===== config.mk =====
export PLATFORM = sky130hd
export DESIGN_NAME = ifu_prefetch_queue
export DESIGN_NICKNAME = d
export VERILOG_FILES = /design/src/rtl/ifu_prefetch_queue_pkg.sv /design/src/rtl/ifu_sync_fifo.sv /design/src/rtl/ifu_prefetch_queue.sv
export SDC_FILE = /design/constraint.sdc
export NUM_CORES = 1
export LEC_CHECK = 0
export ABC_CLOCK_PERIOD_IN_PS = 10700
export CORE_ASPECT_RATIO = 0.5
export CORE_MARGIN = 3
export CORE_UTILIZATION = 30
export CTS_CLUSTER_SIZE = 14
export DETAILED_ROUTE_END_ITERATION = 7
export GPL_ROUTABILITY_DRIVEN = 0
export PLACE_DENSITY = 0.54
export SETUP_SLACK_MARGIN = 0.2
export SYNTH_ARGS = -nofsm -noshare
export SYNTH_HDL_FRONTEND = slang
export SYNTH_HIERARCHICAL = 1
export SYNTH_SLANG_ARGS = --single-unit

===== constraint.sdc =====
create_clock -name clk -period 10.7 [get_ports clk]
set_input_delay 1.07 -clock clk [delete_from_list [all_inputs] [get_ports clk]]
set_output_delay 1.07 -clock clk [all_outputs]
set_load 0.01 [all_outputs]

===== src/rtl/ifu_prefetch_queue_pkg.sv =====
// Shared defaults and sizing helpers for the IFU prefetch queue slice.
// Latency: n/a (constants and constant functions only).
// Backpressure: n/a.
package ifu_prefetch_queue_pkg;

    localparam int          DEF_XLEN       = 64;
    localparam int          DEF_ADDR_W     = 32;
    localparam int          DEF_BUS_W      = 64;
    localparam int          DEF_INST_W     = 32;
    localparam int          DEF_FIFO_DEPTH = 4;
    localparam int          DEF_MAX_OUT    = 2;
    localparam logic [63:0] DEF_RESET_PC   = 64'h8000_0000;

    // Bits needed to hold a count 0..n.
    function automatic int cnt_bits(input int n);
        return (n < 2) ? 1 : $clog2(n + 1);
    endfunction

    // Bits needed to index n entries.
    function automatic int ptr_bits(input int n);
        return (n < 3) ? 1 : $clog2(n);
    endfunction

endpackage


===== src/rtl/ifu_sync_fifo.sv =====
// Synchronous FIFO with flush; head data is registered storage read at rd_ptr.
// Latency: an entry pushed at edge t is at the head from t onward (one cycle push-to-pop).
// Backpressure: push ignored when full, pop ignored when empty; flush overrides push and pop.
module ifu_sync_fifo
    import ifu_prefetch_queue_pkg::*;
#(
    parameter int WIDTH = 32,
    parameter int DEPTH = 4
) (
    input  logic                       clk,
    input  logic                       rst_n,
    input  logic                       push,
    input  logic [WIDTH-1:0]           push_dat,
    input  logic                       pop,
    output logic [WIDTH-1:0]           head_dat,
    input  logic                       flush,
    output logic                       full,
    output logic                       empty,
    output logic [cnt_bits(DEPTH)-1:0] count
);

    localparam int PTR_W = ptr_bits(DEPTH);
    localparam int CNT_W = cnt_bits(DEPTH);

    logic [WIDTH-1:0] mem [DEPTH];
    logic [PTR_W-1:0] wr_ptr;
    logic [PTR_W-1:0] rd_ptr;
    logic             do_push;
    logic             do_pop;

    function automatic logic [PTR_W-1:0] ptr_inc(input logic [PTR_W-1:0] p);
        return (p == PTR_W'(DEPTH - 1)) ? '0 : p + PTR_W'(1);
    endfunction

    assign full     = (count == CNT_W'(DEPTH));
    assign empty    = (count == '0);
    assign do_push  = push & ~full & ~flush;
    assign do_pop   = pop & ~empty & ~flush;
    assign head_dat = mem[rd_ptr];

    always_ff @(posedge clk or negedge rst_n) begin
        if (!rst_n) begin
            wr_ptr <= '0;
            rd_ptr <= '0;
            count  <= '0;
        end else if (flush) begin
            wr_ptr <= '0;
            rd_ptr <= '0;
            count  <= '0;
        end else begin
            if (do_push) wr_ptr <= ptr_inc(wr_ptr);
            if (do_pop)  rd_ptr <= ptr_inc(rd_ptr);
            count <= count + CNT_W'(do_push) - CNT_W'(do_pop);
        end
    end

    always_ff @(posedge clk) begin
        if (do_push) mem[wr_ptr] <= push_dat;
    end

endmodule


===== src/rtl/ifu_prefetch_queue.sv =====
// Instruction fetch: credit-limited AXI-lite AR/R reads into a queue feeding the IDU (IFU_BYPASS_EN: empty-queue bypass).
// Latency: AR accept t, R beat t+k -> ifu_valid at t+k+1, or t+k when IFU_BYPASS_EN is defined.
// Backpressure: idu_ready low fills the queue; outstanding+occupancy credits stop AR issue so RREADY stays 1.
module ifu_prefetch_queue
    import ifu_prefetch_queue_pkg::*;
#(
    parameter int              XLEN            = DEF_XLEN,
    parameter int              ADDR_W          = DEF_ADDR_W,
    parameter int              BUS_W           = DEF_BUS_W,
    parameter int              INST_W          = DEF_INST_W,
    parameter int              FIFO_DEPTH      = DEF_FIFO_DEPTH,
    parameter int              MAX_OUTSTANDING = DEF_MAX_OUT,
    parameter logic [XLEN-1:0] RESET_PC        = XLEN'(DEF_RESET_PC)
) (
    input  logic              clk,
    input  logic              rst_n,
    input  logic              isIntrPC,
    input  logic [XLEN-1:0]   IntrPC,
    input  logic              is_jump,
    input  logic [XLEN-1:0]   JumpPc,
    output logic              ARVALID,
    output logic [ADDR_W-1:0] ARADDR,
    input  logic              ARREADY,
    input  logic              RVALID,
    output logic              RREADY,
    input  logic [BUS_W-1:0]  inst_i,
    output logic              ifu_valid,
    input  logic              idu_ready,
    output logic [INST_W-1:0] inst_o,
    output logic [XLEN-1:0]   pc_o
);

    localparam int OUT_W  = cnt_bits(MAX_OUTSTANDING);
    localparam int CNT_W  = cnt_bits(FIFO_DEPTH);
    localparam int LANE_W = ptr_bits(BUS_W / INST_W);

    typedef struct packed {
        logic [XLEN-1:0]   pc;
        logic [INST_W-1:0] inst;
    } qent_t;

    logic [XLEN-1:0]   fetch_pc, redir_pc, target, tag_pc;
    logic [OUT_W-1:0]  outstanding, drop_cnt, out_nxt, tag_count;
    logic [CNT_W-1:0]  q_count;
    logic [CNT_W:0]    credit_used;
    logic [LANE_W-1:0] lane;
    logic              run, redir_pend, redirect, ar_fire, r_fire, ar_stall;
    logic              beat_ok, take_bypass, q_empty, q_full, q_push, q_pop;
    logic              tag_full, tag_empty;
    qent_t             beat, q_head, out_ent;

    assign redirect = isIntrPC | is_jump;
    assign target   = isIntrPC ? IntrPC : JumpPc;

    // run holds AR off during reset and its first cycle out of reset.
    assign credit_used = (CNT_W+1)'(q_count) + (CNT_W+1)'(outstanding);
    assign ARVALID     = run & (credit_used < (CNT_W+1)'(FIFO_DEPTH))
                             & (outstanding < OUT_W'(MAX_OUTSTANDING));
    assign ARADDR      = fetch_pc[ADDR_W-1:0];
    assign RREADY      = 1'b1;

    assign ar_fire  = ARVALID & ARREADY;
    assign ar_stall = ARVALID & ~ARREADY;
    assign r_fire   = RVALID;
    assign out_nxt  = outstanding + OUT_W'(ar_fire) - OUT_W'(r_fire);

    assign lane      = tag_pc[2 +: LANE_W];
    assign beat.pc   = tag_pc;
    assign beat.inst = inst_i[INST_W*lane +: INST_W];
    assign beat_ok   = r_fire & ~redirect & (drop_cnt == '0);

`ifdef IFU_BYPASS_EN
    assign take_bypass = beat_ok & q_empty & idu_ready;
    assign ifu_valid   = ~q_empty | beat_ok;
    assign out_ent     = q_empty ? beat : q_head;
`else
    assign take_bypass = 1'b0;
    assign ifu_valid   = ~q_empty;
    assign out_ent     = q_head;
`endif

    assign inst_o = ifu_valid ? out_ent.inst : '0;
    assign pc_o   = ifu_valid ? out_ent.pc   : '0;
    assign q_push = beat_ok & ~take_bypass;
    assign q_pop  = ~q_empty & idu_ready;

    ifu_sync_fifo #(.WIDTH(XLEN + INST_W), .DEPTH(FIFO_DEPTH)) u_inst_q (
        .clk(clk), .rst_n(rst_n),
        .push(q_push), .push_dat(beat), .pop(q_pop), .head_dat(q_head),
        .flush(redirect), .full(q_full), .empty(q_empty), .count(q_count)
    );

    ifu_sync_fifo #(.WIDTH(XLEN), .DEPTH(MAX_OUTSTANDING)) u_tag_q (
        .clk(clk), .rst_n(rst_n),
        .push(ar_fire), .push_dat(fetch_pc), .pop(r_fire), .head_dat(tag_pc),
        .flush(1'b0), .full(tag_full), .empty(tag_empty), .count(tag_count)
    );

    always_ff @(posedge clk or negedge rst_n) begin
        if (!rst_n) begin
            run         <= 1'b0;
            fetch_pc    <= RESET_PC;
            redir_pc    <= RESET_PC;
            redir_pend  <= 1'b0;
            outstanding <= '0;
            drop_cnt    <= '0;
        end else begin
            run         <= 1'b1;
            outstanding <= out_nxt;
            if (redirect) begin
                // A stalled AR keeps its old address; it becomes stale when accepted.
                drop_cnt   <= out_nxt;
                redir_pend <= ar_stall;
                redir_pc   <= target;
                if (!ar_stall) fetch_pc <= target;
            end else begin
                drop_cnt <= drop_cnt - OUT_W'(r_fire && drop_cnt != '0)
                                     + OUT_W'(ar_fire && redir_pend);
                if (ar_fire) begin
                    redir_pend <= 1'b0;
                    fetch_pc   <= redir_pend ? redir_pc : fetch_pc + XLEN'(4);
                end
            end
        end
    end

    a_out_bound:  assert property (@(posedge clk) disable iff (!rst_n)
                      outstanding <= OUT_W'(MAX_OUTSTANDING));
    a_drop_bound: assert property (@(posedge clk) disable iff (!rst_n)
                      drop_cnt <= OUT_W'(MAX_OUTSTANDING));
    a_tag_sync:   assert property (@(posedge clk) disable iff (!rst_n)
                      (tag_count == outstanding) && !(r_fire && tag_empty) && !(ar_fire && tag_full));
    a_no_ovf:     assert property (@(posedge clk) disable iff (!rst_n) !(q_push && q_full));

endmodule


==> impl_metrics.yaml <==
worst_setup_path:
  cp.arrival_ps: 4240
  r2r-start: "u_inst_q/count[1]"
  ff2ff_setup_slack_ps: 6650
  cp-start-kind: "flip-flop"
  cp_top_family: "buffers and inverters"
  max_stage_delay_ps: 910
  crit-reg2reg-capture: "u_tag_q/mem[0][7]"
  critical_path_peak_fanout: 37
  critical_path_class: "flip-flop to primary output"
  cp_cell_sequence: "buf_4 > buf_4 > mux4_2 > nor2b_1 > clkdlybuf4s50_1"
  rr_worst_depth: 8
  cpMostUsedCell: "buf_4"
  end_kind: "primary output"
  crit_path_top_delay_cell: "dfrtp_4"
  cp_num_buf_inv: 3
  crit_required_ps: 9630
clocking:
  cts_tree: "built"
  cts_root_buf: "clkbuf_16"
  clk_path_buf_depth: 3
  holdBufCountCts: 0
  clkSinkCount: 657
  cts_resized: 0
  worstSkewPairLatency_ps: 640
  ctsHtreeMaxLevel: 2
  cts_inserted_buffers: 60
  postCtsSetupRepairBufs: 0
  path_clk_slew_ps: 70
synthesis:
  synthesis.area_um2: 28970
  syn_area_per_cell_um2: 14.80
  ys_warn_count: 6
  netlist_instances: 1958
placement:
  placed_cells: 3429
  portBuffers: 328
  dpl.hpwl_mm: 56.00
layout:
  fin_cells: 3541
  finalNetCount: 2451
  final_common_cell: "edfxtp_1"
  area_growth_pct: 21.45
  final_cell_mix: "512 x edfxtp_1, 325 x clkdlybuf4s50_1, 142 x nand2_1"
  drive_gt1_share_pct: 14.81
outcome:
  run_status: "finished, final reports clean"
floorplanning:
  rows: 79
  core_um2: 94300
  initial_core_util_pct: 30.72
  die_h_um: 225.7
  die-area_um2: 100600
  die_width_um: 445.5
  ioPinCount: 330
grt:
  antenna_found_initial: 3
  gr-total-overflow: 0
  grt_pass1_vias: 17846
  grt.total_usage_pct: 16.07
  grt_max_degree: 82
  grt_pass1_wl_mm: 121.2
route:
  viasPerCell: 5.043
  firstDrtPassIters: 8
  postRouteAntennaNets: 0
  drtIter0Drc: 1411
  via_count: 17857
  wl_mm: 82.56
  avgRoutedWirePerCell_um: 23.32
  drcViolationCount: 0
sta:
  finalClockSkew_ps: 36.82
  drv_slew: 0
  rsz0062_at_grt: "no"
  tns_ps: 0
  post-route-period-util_pct: 49.59
  timing.fmax_ghz: 0.1884
  finalCriticalPeriod_ps: 5307
  setup_violations: 0
  worst_slew_pin_slew_ps: 1038
  hold_violations: 0
  maxSlewHeadroom_pct: 30.78
power:
  power_density_nw_per_um2: 173.9
  p_clk_share_pct: 33.8
  switchingPower_mw: 1.677
  vdd_drop_max_uv: 146.5
  leakagePower_nw: 11.70
  swShare_pct: 27.40
  p_comb_share_pct: 13.3
  seqPwrFrac_pct: 52.9
  p_int_mw: 4.443
job:
  cap_violations: 0
worst_hold_path:
  hold_path.class: "input pin to async pin"
==> area by class of cell <==
type                    instances  area, µm²
diodes                          3      7.507
clock buffers                  78       1610
clock inverters                31      220.2
fillers                      8944      59110
inverters                      27      101.3
multi-input cells            1136       9184
flip-flops and latches        657      19020
well taps                    1255       1570
repair buffers                354       3472
==> worst max-delay path by stage <==
stage,start,endpoint,slack [ps],depth (start not counted)
after floorplan,isIntrPC,u_inst_q/mem[3][0],5280,8
after global placement,isIntrPC,u_inst_q/mem[0][64],5790,8
after detailed placement,isIntrPC,u_inst_q/mem[1][19],5720,8
after CTS,u_inst_q/rd_ptr[0],pc_o[35],5100,5
after global routing,u_inst_q/rd_ptr[0],pc_o[35],4970,5
final,u_inst_q/rd_ptr[0],pc_o[35],5390,5
==> flip-flops by register name, summed over array words and instances, names as in the netlist, 2 cells and up <==
name and flops:
fetch_pc 64, drop_cnt 2, outstanding 2, u_inst_q/count 3, u_tag_q/count 2, u_inst_q/mem 384
u_inst_q/rd_ptr 2, redir_pc 64, u_inst_q/wr_ptr 2, u_tag_q/mem 128
==> routing by layer <==
| layer | share of wire, % | vias up | global-route usage, % |
|---|---|---|---|
| li1 | - | 8071 | - |
| met1 | 43 | 9255 | 21.52 |
| met3 | 4.9 | 87 | 2.362 |
| met5 | 0.0085 | - | 0 |
| met2 | 50 | 442 | 27.52 |
| met4 | 2.1 | 2 | 4.088 |
==> through the flow <==
step,total power [mW],hold slack [ps],setup slack (ps),area (µm²),util [%]
4_1_cts,6.181,473.1,5104,35180,37.30
2_1_floorplan,3.685,441.0,5281,28990,-
3_3_place_gp,4.084,452.3,5788,33350,35.36
3_5_place_dp,4.106,458.5,5720,33350,35.36
5_1_grt,6.371,489.8,4967,35180,37.31
6_report,6.119,451.7,5393,35180,37.31
==> power by group through the flow <==
stage                     Combinational (mW)  Clock (mW)  Sequential, mW
after floorplan                        0.553           0            3.13
after global placement                 0.807           0            3.28
after detailed placement               0.819           0            3.29
after CTS                              0.823        2.13            3.23
after global routing                   0.889        2.23            3.26
final                                  0.812        2.07            3.24
(Power assumes the default switching activity.)
